### config.mk
export PLATFORM = sky130hd
export DESIGN_NAME = spi_frame_sched
export DESIGN_NICKNAME = d
export VERILOG_FILES = /design/src/rtl/spi_frame_sched_pkg.sv /design/src/rtl/spi_frame_sched_rr_arbiter.sv /design/src/rtl/spi_frame_sched.sv
export SDC_FILE = /design/constraint.sdc
export NUM_CORES = 1
export LEC_CHECK = 0
export BUFFER_PORTS_ARGS = -buffer_cell sky130_fd_sc_hd__buf_2
export CAP_MARGIN = 25
export CORE_MARGIN = 3
export CORE_UTILIZATION = 47
export CTS_CLUSTER_DIAMETER = 150
export DETAILED_ROUTE_END_ITERATION = 10
export HOLD_SLACK_MARGIN = 0.12
export PLACE_DENSITY = 0.9
export REMOVE_ABC_BUFFERS = 1
export SLEW_MARGIN = 20
export SYNTH_ARGS = -nofsm -noshare
export SYNTH_HDL_FRONTEND = slang
export SYNTH_HIERARCHICAL = 1
export SYNTH_SLANG_ARGS = --single-unit
export TNS_END_PERCENT = 1
### constraint.sdc
create_clock -name sclk -period 3 [get_ports sclk]
set_input_delay 0.6 -clock sclk [delete_from_list [all_inputs] [get_ports sclk]]
set_output_delay 0.6 -clock sclk [all_outputs]
set_load 0.03 [all_outputs]
### src/rtl/spi_frame_sched_pkg.sv
// spi_sched_pkg: shared types and helpers for the SPI frame scheduler.
//   state_t   - frame sequencer states
//   *_DEF     - default payload width and serializer flush length
//   rr_pick() - round-robin winner search, first set bit after ptr with wrap
package spi_sched_pkg;

  typedef enum logic [1:0] {
    S_IDLE,
    S_LOAD,
    S_SHIFT,
    S_GAP
  } state_t;

  localparam int FRAME_BITS_DEF = 40;
  localparam int SETTLE_DEF     = 2;

  // Upper bound on requesters the search loop is unrolled for.
  localparam int RR_MAX = 32;

  // Scan (ptr+1)..(ptr+n) modulo n and return the first requesting index.
  // ptr < n and i <= n keep ptr+i below 2n, so a single subtract wraps.
  // Returns 0 when no bit is set; callers qualify with |req.
  function automatic int rr_pick(input logic [RR_MAX-1:0] req,
                                 input int ptr,
                                 input int n);
    int  idx;
    int  win;
    logic found;
    win   = 0;
    found = 1'b0;
    for (int i = 1; i <= RR_MAX; i++) begin
      idx = ptr + i;
      if (idx >= n) idx = idx - n;
      if (!found && (i <= n) && req[idx[4:0]]) begin
        found = 1'b1;
        win   = idx;
      end
    end
    return win;
  endfunction

endpackage

### src/rtl/spi_frame_sched_rr_arbiter.sv
// rr_arbiter: round-robin pick among N_REQ level requests.
//   sclk, reset_n - clock, synchronous active-low reset
//   req           - request vector
//   advance       - winner is being served; move the pointer to it
//   winner        - index of the current round-robin winner (valid when any)
//   any           - at least one request is set
// The pointer resets to N_REQ-1 so requester 0 is first in line.
module rr_arbiter
  import spi_sched_pkg::*;
#(
  parameter int N_REQ = 3,
  localparam int ID_W = (N_REQ > 1) ? $clog2(N_REQ) : 1
) (
  input  logic             sclk,
  input  logic             reset_n,
  input  logic [N_REQ-1:0] req,
  input  logic             advance,
  output logic [ID_W-1:0]  winner,
  output logic             any
);

  logic [ID_W-1:0]   ptr;
  logic [RR_MAX-1:0] req_ext;

  always_comb begin
    req_ext              = '0;
    req_ext[N_REQ-1:0]   = req;
  end

  assign winner = ID_W'(rr_pick(req_ext, int'(ptr), N_REQ));
  assign any    = |req;

  always_ff @(posedge sclk) begin
    if (!reset_n)     ptr <= ID_W'(N_REQ - 1);
    else if (advance) ptr <= winner;
  end

endmodule

### src/rtl/spi_frame_sched.sv
// spi_frame_sched: shares one 40-bit SPI serializer among N_REQ requesters.
// A round-robin winner's payload is latched in IDLE, then framed as
// LOAD (cs_n low, enable low, one cycle), SHIFT (enable high for
// FRAME_BITS+SETTLE cycles) and GAP (cs_n high for GAP_CYCLES cycles).
//   sclk, reset_n - clock, synchronous active-low reset
//   req, req_data - level requests and packed payloads (slice i per requester)
//   grant, done   - one-hot single-cycle pulses: payload captured / frame shifted
//   spi_enable    - serializer enable
//   spi_bytes     - latched payload, held for the whole frame
//   cs_n          - display chip-select, active low
//   busy          - not IDLE
//   active_id     - current/last granted requester
module spi_frame_sched
  import spi_sched_pkg::*;
#(
  parameter int N_REQ      = 3,
  parameter int FRAME_BITS = FRAME_BITS_DEF,
  parameter int SETTLE     = SETTLE_DEF,
  parameter int GAP_CYCLES = 4,
  localparam int ID_W = (N_REQ > 1) ? $clog2(N_REQ) : 1
) (
  input  logic                        sclk,
  input  logic                        reset_n,
  input  logic [N_REQ-1:0]            req,
  input  logic [N_REQ*FRAME_BITS-1:0] req_data,
  output logic [N_REQ-1:0]            grant,
  output logic [N_REQ-1:0]            done,
  output logic                        spi_enable,
  output logic [FRAME_BITS-1:0]       spi_bytes,
  output logic                        cs_n,
  output logic                        busy,
  output logic [ID_W-1:0]             active_id
);

  localparam int SHIFT_LEN = FRAME_BITS + SETTLE;
  localparam int CNT_W     = $clog2(SHIFT_LEN + 1);
  localparam int GAP_W     = (GAP_CYCLES > 1) ? $clog2(GAP_CYCLES) : 1;
  localparam logic [CNT_W-1:0] SHIFT_LAST = CNT_W'(SHIFT_LEN - 1);
  localparam logic [GAP_W-1:0] GAP_LAST   = GAP_W'((GAP_CYCLES > 0) ? GAP_CYCLES - 1 : 0);

  state_t           state, state_nxt;
  logic [CNT_W-1:0] cnt;
  logic [GAP_W-1:0] gcnt;
  logic [ID_W-1:0]  winner;
  logic             any_req;
  logic             start;
  logic             shift_end;

  assign start     = (state == S_IDLE) && any_req;
  assign shift_end = (state == S_SHIFT) && (cnt == SHIFT_LAST);

  rr_arbiter #(.N_REQ(N_REQ)) u_arb (
    .sclk    (sclk),
    .reset_n (reset_n),
    .req     (req),
    .advance (start),
    .winner  (winner),
    .any     (any_req)
  );

  always_ff @(posedge sclk) begin
    if (!reset_n) state <= S_IDLE;
    else          state <= state_nxt;
  end

  always_comb begin
    state_nxt  = state;
    cs_n       = 1'b1;
    spi_enable = 1'b0;
    busy       = 1'b1;
    unique case (state)
      S_IDLE: begin
        busy = 1'b0;
        if (any_req) state_nxt = S_LOAD;
      end
      S_LOAD: begin
        cs_n      = 1'b0;
        state_nxt = S_SHIFT;
      end
      S_SHIFT: begin
        cs_n       = 1'b0;
        spi_enable = 1'b1;
        // With no gap the IDLE cycle itself is the cs_n-high separation.
        if (cnt == SHIFT_LAST) state_nxt = (GAP_CYCLES == 0) ? S_IDLE : S_GAP;
      end
      S_GAP: begin
        if (gcnt == GAP_LAST) state_nxt = S_IDLE;
      end
      default: state_nxt = S_IDLE;
    endcase
  end

  // Payload, id, counters and pulses. spi_bytes only moves on IDLE->LOAD,
  // so req_data may change freely while a frame is in flight.
  always_ff @(posedge sclk) begin
    if (!reset_n) begin
      spi_bytes <= '0;
      active_id <= '0;
      grant     <= '0;
      done      <= '0;
      cnt       <= '0;
      gcnt      <= '0;
    end else begin
      grant <= '0;
      done  <= '0;
      unique case (state)
        S_IDLE: begin
          if (start) begin
            spi_bytes <= req_data[winner*FRAME_BITS +: FRAME_BITS];
            active_id <= winner;
            grant     <= N_REQ'(1) << winner;
          end
        end
        S_LOAD: cnt <= '0;
        S_SHIFT: begin
          cnt <= cnt + 1'b1;
          if (shift_end) begin
            done <= N_REQ'(1) << active_id;
            gcnt <= '0;
          end
        end
        S_GAP:   gcnt <= gcnt + 1'b1;
        default: ;
      endcase
    end
  end

endmodule

Word level (Yosys, flattened, before mapping):

Cells that the tools add are included.

* input bits: 125
* output and inout port bits: 51
* bits in registers: 60

* eq/ne operators: 9
* muxes and demuxes: 24
* $mul: 1
* add/sub/neg operators: 8
* shifts and indexed selects: 3
* reduce and logical (&&, ||, !) cells: 16
* order comparisons: 6

Operators by type and width (number)
* 120-bit by 9-bit indexed part select with 40-bit output: 1
* 32-bit by 3-bit >= comparator with 1-bit output (second input constant): 3
* 5-bit by 6-bit less-than comparator with 1-bit output (second input constant): 3
* 1-bit binary-select mux with 5-bit select: 3
* 5-bit two-way mux: 3
* 2-bit two-way mux: 7
* 6-bit one-hot mux with 2 select lines: 1
* 3-bit by 2-bit subtractor with 4-bit output (second input constant): 3
* 3-bit AND reduction: 3
* 1-bit two-way mux: 8
* 2-bit one-hot mux with 4 select lines: 1
* 2-bit by 2-bit adder with 3-bit output (second input constant): 2
* 6-bit by 1-bit adder with 6-bit output (second input constant): 1
* 2-bit == test (second input constant): 3
* 6-bit == test (second input constant): 1
* 2-bit != test (second input constant): 3
* 1-bit by 2-bit << shifter with 3-bit output (first input constant): 2
* 2-bit by 3-bit multiplier with 5-bit output (second input constant): 1
* 1-bit logical AND: 4
* 2-bit one-hot mux with 2 select lines: 1
* 2-bit AND reduction: 2
* 2-bit nonzero test: 2
* 2-bit by 1-bit adder with 3-bit output (second input constant): 1
* 3-bit OR reduction: 1
* other kinds (6): 7

Logic depth before layout (Yosys ltp):

* depth after elaboration: 14
* gate-level depth with buffers: 14

Hierarchy:

Netlist, hierarchy kept.

Modules (own cells, without submodules)
* spi_frame_sched: area an instance 3347.0 um2, instances 1, cells each 359
* rr_arbiter: area an instance 399.1 um2, instances 1, cells each 44

Least setup slack after synthesis:

Ideal clock, no wire load.

* path kind: flip-flop to flip-flop
* start point: register u_arb.ptr[0]
* end point: register spi_bytes[30]
* setup slack: 367 ps
* cell stages (with the launch flop): 15
* clock period less this slack: 2633 ps
* arrival: 2506 ps
* data required time: 2873 ps
* cell sequence: dfxtp_1 > inv_1 > ha_1 > buf_6 > or2b_2 > nand3b_1 > a211oi_2 > a211oi_2 > a21oi_1 > buf_4 > nor2b_4 > buf_6 > buf_8 > a21oi_2 > a21oi_2

* longest elaborated chain between the ends: 14
* elaborated cells on any way between the ends: 29
* classes of those cells: add/sub: 6; mul: 1; order compare: 3; shift: 1; mux: 14; reduce/logical: 4

Ends and longest elaborated chain
* start, declared: line spi_frame_sched_rr_arbiter.sv:22 `logic [ID_W-1:0] ptr;`
* start signal, assigned: line spi_frame_sched_rr_arbiter.sv:34 `if (!reset_n) ptr <= ID_W'(N_REQ - 1);`
* start signal, assigned: line spi_frame_sched_rr_arbiter.sv:35 `else if (advance) ptr <= winner;`
* 2-bit by 1-bit adder with 3-bit output: line spi_frame_sched_pkg.sv:32 `idx = ptr + i;`
* 32-bit by 3-bit >= comparator with 1-bit output or 3-bit by 2-bit subtractor with 4-bit output (tied branches): line spi_frame_sched_pkg.sv:33 `if (idx >= n) idx = idx - n;`
* 5-bit two-way mux: line spi_frame_sched_pkg.sv:33
* 1-bit binary-select mux with 5-bit select: line spi_frame_sched_pkg.sv:34 `if (!found && (i <= n) && req[idx[4:0]]) begin`
* 1-bit two-way mux (not written as such): line spi_frame_sched_pkg.sv:34
* 1-bit two-way mux: line spi_frame_sched_pkg.sv:34
* 1-bit logical NOT: line spi_frame_sched_pkg.sv:34
* 1-bit logical AND: line spi_frame_sched_pkg.sv:34
* 1-bit two-way mux: line spi_frame_sched_pkg.sv:34
* 1-bit logical NOT: line spi_frame_sched_pkg.sv:34
* 1-bit logical AND: line spi_frame_sched_pkg.sv:34
* 2-bit two-way mux (*): line spi_frame_sched_pkg.sv:34
* net winner[1]: line spi_frame_sched.sv:44 `logic [ID_W-1:0] winner;`
* 2-bit by 3-bit multiplier with 5-bit output (*): line spi_frame_sched.sv:109 `spi_bytes <= req_data[winner*FRAME_BITS +: FRAME_BITS];`
* 120-bit by 9-bit indexed part select with 40-bit output (*): line spi_frame_sched.sv:109
* end signal, assigned: line spi_frame_sched.sv:109
* end, declared: line spi_frame_sched.sv:29 `output logic [FRAME_BITS-1:0] spi_bytes,`

The timed path passes the listed nets; every way through them passes the cells marked *. The select of a mux whose other input is x is not followed.
A chain may end at the register's enable or synchronous reset.

Final worst setup path:

* start point: register u_arb.ptr[0]
* end point: register spi_bytes[38]

Same word-level chain as after synthesis.

==> flow_summary.json <==
{
  "outcome": "completed",
  "max_freq_mhz": 354,
  "drv_cap": 0,
  "cts_buffers": 9,
  "io-pin-count": 176,
  "clk_pin_slew_ps": 70,
  "clock_skew_ps": 7.54,
  "grt_first_pass_wirelength_um": 15700,
  "swShare_pct": 50.1,
  "start_util_pct": 50.0,
  "antenna_found_initial": 0,
  "globalplace.congestion": 0.779,
  "ys_seq_area_share_pct": 32.1,
  "h-tree-depth": 3,
  "finalCriticalPeriod_ps": 2830,
  "p_clk_share_pct": 11.1,
  "synth_top_area_cell": "dfxtp_1",
  "grt_overflow": 0,
  "cts_tree": "built",
  "worst_setup_path_start_kind": "flip-flop",
  "first_global_vias": 3557,
  "muxShareOfSynthArea_pct": 12.1,
  "hold_class": "reg -> reg",
  "first_pass_iters": 4,
  "grt_util_all_layers_pct": 21.6,
  "syn_area_um2": 3750,
  "utilization_pct": 64.1,
  "fp.dieW_um": 95.3,
  "ys_async_sr_fraction_pct": 0,
  "cp.required_ps": 3180,
  "cp.arrival_ps": 3010,
  "die-area_um2": 9080,
  "rows": 31,
  "place_hpwl_um": 7300,
  "routedWlPerCell_um": 14.5,
  "cp_max_fo": 23,
  "grt_max_degree": 60,
  "combPwrFrac_pct": 68.0,
  "synth_edf_count": 0,
  "crit_path_end_kind": "flip-flop",
  "vdd_drop_max_mv": 0.672,
  "synthAdderAreaFrac_pct": 4.01,
  "port_buffers": 175,
  "p_sw_w": 0.00292,
  "period_share_pct": 94.3,
  "synthSimpleGateAreaFrac_pct": 11.7,
  "seqPwrFrac_pct": 20.9,
  "ys_types": 49,
  "clock_latency_ps": 330,
  "yosysTopAreaCellShare_pct": 32.1,
  "p_leak_nw": 2.20,
  "areaGrowthSynthToFinish_pct": 28.1,
  "ant_nets": 0,
  "r2r_cells": 12,
  "ctsRootBufferMaster": "clkbuf_8",
  "diodes": 0,
  "synth-xor-area-share_pct": 0.935,
  "setup_violations": 0,
  "criticalPathCategory": "reg -> reg",
  "worst_slew_pin_slew_ps": 887,
  "internal-power_w": 0.00290,
  "coreArea_um2": 7490,
  "power.density_nw_per_um2": 1210,
  "ys_ff_latch": 60,
  "yosys-top-cells-area": "dfxtp_1, a21oi_2, mux2i_1, o21ai_0, nor2_1",
  "clockBufferDepth": 2,
  "num_vias": 3513,
  "wl_um": 9730,
  "final_nets": 703,
  "clkSinkCount": 60,
  "hold_viol": 0,
  "route.detailed.drc": 0,
  "drtIter0Drc": 144,
  "synthFlopType": "dfxtp_1",
  "synth-compound-area-share_pct": 30.4,
  "syn_area_per_cell_um2": 9.30,
  "synth_top_family_by_area": "compound AO/OA/AOI/OAI gates",
  "final_layout_size_suffix_gt1_share_pct": 51.6,
  "slew_headroom_pct": 40.8,
  "yosysWarnings": 6,
  "maxSlewViolCount": 0,
  "fin_setup_tns_ps": 0,
  "via_per_inst": 5.25,
  "syn_inst": 403,
  "fp.dieH_um": 95.3,
  "holdPathStages": 1
}
-- through the flow --
stage | setup WS (ps) | hold WS, ps | cells | area, um^2 | total power, W
2_1_floorplan | -1970 | 468 | 370 | 3460 | 0.00410
5_1_grt | -2.43 | 536 | 669 | 4800 | 0.00623
3_3_place_gp | 246 | 470 | 653 | 4600 | 0.00503
4_1_cts | 28.0 | 497 | 668 | 4770 | 0.00582
6_report | 172 | 493 | 669 | 4800 | 0.00583
3_5_place_dp | 5.89 | 488 | 653 | 4600 | 0.00516
-- cell usage after synthesis (4+ instances only) --
cell type and number:
a21oi_1 5, a21oi_2 78, buf_12 7, buf_2 12
clkbuf_1 9, dfxtp_1 60, ha_1 12, inv_1 10
mux2i_1 41, nand2_1 17, nor2_1 46, nor3b_1 4
o21ai_0 40, xor2_1 4
-- sequential cells by signal, indices dropped and copies added, names as in the netlist --
register   count
spi_bytes     40
state          2
grant          3
gcnt           2
cnt            6
active_id      2
u_arb/ptr      2
done           3
-- cell usage in the layout (no fill, tap or decap), types with 2 or more instances in the layout --
master,instances
clkbuf_1,2
buf_4,5
dfxtp_1,58
inv_1,10
and2_1,2
nor2_1,46
nand3b_1,3
o21ai_1,3
nand2_1,16
a21boi_1,2
nor3_1,3
dfxtp_2,2
nand2b_1,2
a211oi_2,3
buf_12,5
xor2_1,4
o22ai_1,3
o21ai_0,40
a21oi_1,4
nor3b_1,4
ha_1,11
buf_2,175
clkinv_2,2
and3_1,2
clkbuf_8,11
mux2_4,2
nand4_1,2
nor4_1,2
nand3_1,3
o211ai_1,2
mux2i_1,41
o21a_1,2
a21oi_2,78
-- routing by layer --
| metal | vias to the layer above | wire length (um) | track usage [%] |
|---|---|---|---|
| met3 | 18 | 570 | 4.58 |
| met4 | 0 | 189 | 8.05 |
| met1 | 1626 | 3770 | 24.4 |
| met5 | - | 0 | 0 |
| met2 | 129 | 5200 | 39.5 |
| li1 | 1740 | - | - |
-- critical path, stage by stage (launching register included) --
cell and delay (ps):
dfxtp_2 400, inv_1 140, ha_4 360, mux2i_4 270, a221oi_4 100, a211oi_2 320, nand3_1 190, nand2_2 150
buf_12 210, mux2i_1 250, nor2_1 70, a21oi_2 120, a21oi_2 60
-- layout make-up --
class                           instances  area [um^2]
Clock buffer                           13          159
Clock inverter                          2         10.0
Fill cell                             596         2690
Inverter                               11         41.3
Multi-Input combinational cell        299         2250
Sequential cell                        60         1200
Tap cell                               99          124
Timing Repair Buffer                  185         1010
-- what timing repair did --
action                                  in CTS  in global routing
setup buffers                                0                  1
resized for setup                            1                  4
pin swaps                                    0                  1
endpoints found under the setup margin       3                 41
hold buffers                                 0                  0
-- kinds of logic (layout without fill, tap and decap cells) --
family | count (synthesis) | count (layout)
AOI/OAI and AO/OA | 148 | 148
buffers and inverters | 44 | 211
DFF | 60 | 60
adders and majority gates | 12 | 12
and+or+nand+nor | 91 | 91
muxes | 44 | 44
xor gates and xnor gates | 4 | 4
-- path summary, 6_finish.rpt --
path	from	end	slack (ps)
max reg2reg	u_arb/ptr[0]$_SDFFE_PN0P_	spi_bytes[38]$_SDFFE_PN0P_	170
max	u_arb/ptr[0]$_SDFFE_PN0P_	spi_bytes[38]$_SDFFE_PN0P_	170
min	active_id[1]$_SDFFE_PN0P_	done[1]$_SDFF_PP0_	490
min reg2reg	active_id[1]$_SDFFE_PN0P_	done[1]$_SDFF_PP0_	490
-- power groups by stage --
stage	combinational, W	clock [W]	sequential (W)
CTS	0.00395	0.000655	0.00121
floorplan	0.00244	0	0.00165
global placement	0.00382	0	0.00121
global route	0.00428	0.000690	0.00125
finish	0.00396	0.000646	0.00122
detailed placement	0.00393	0	0.00123
Note: power is estimated with default switching activity, not from simulation.
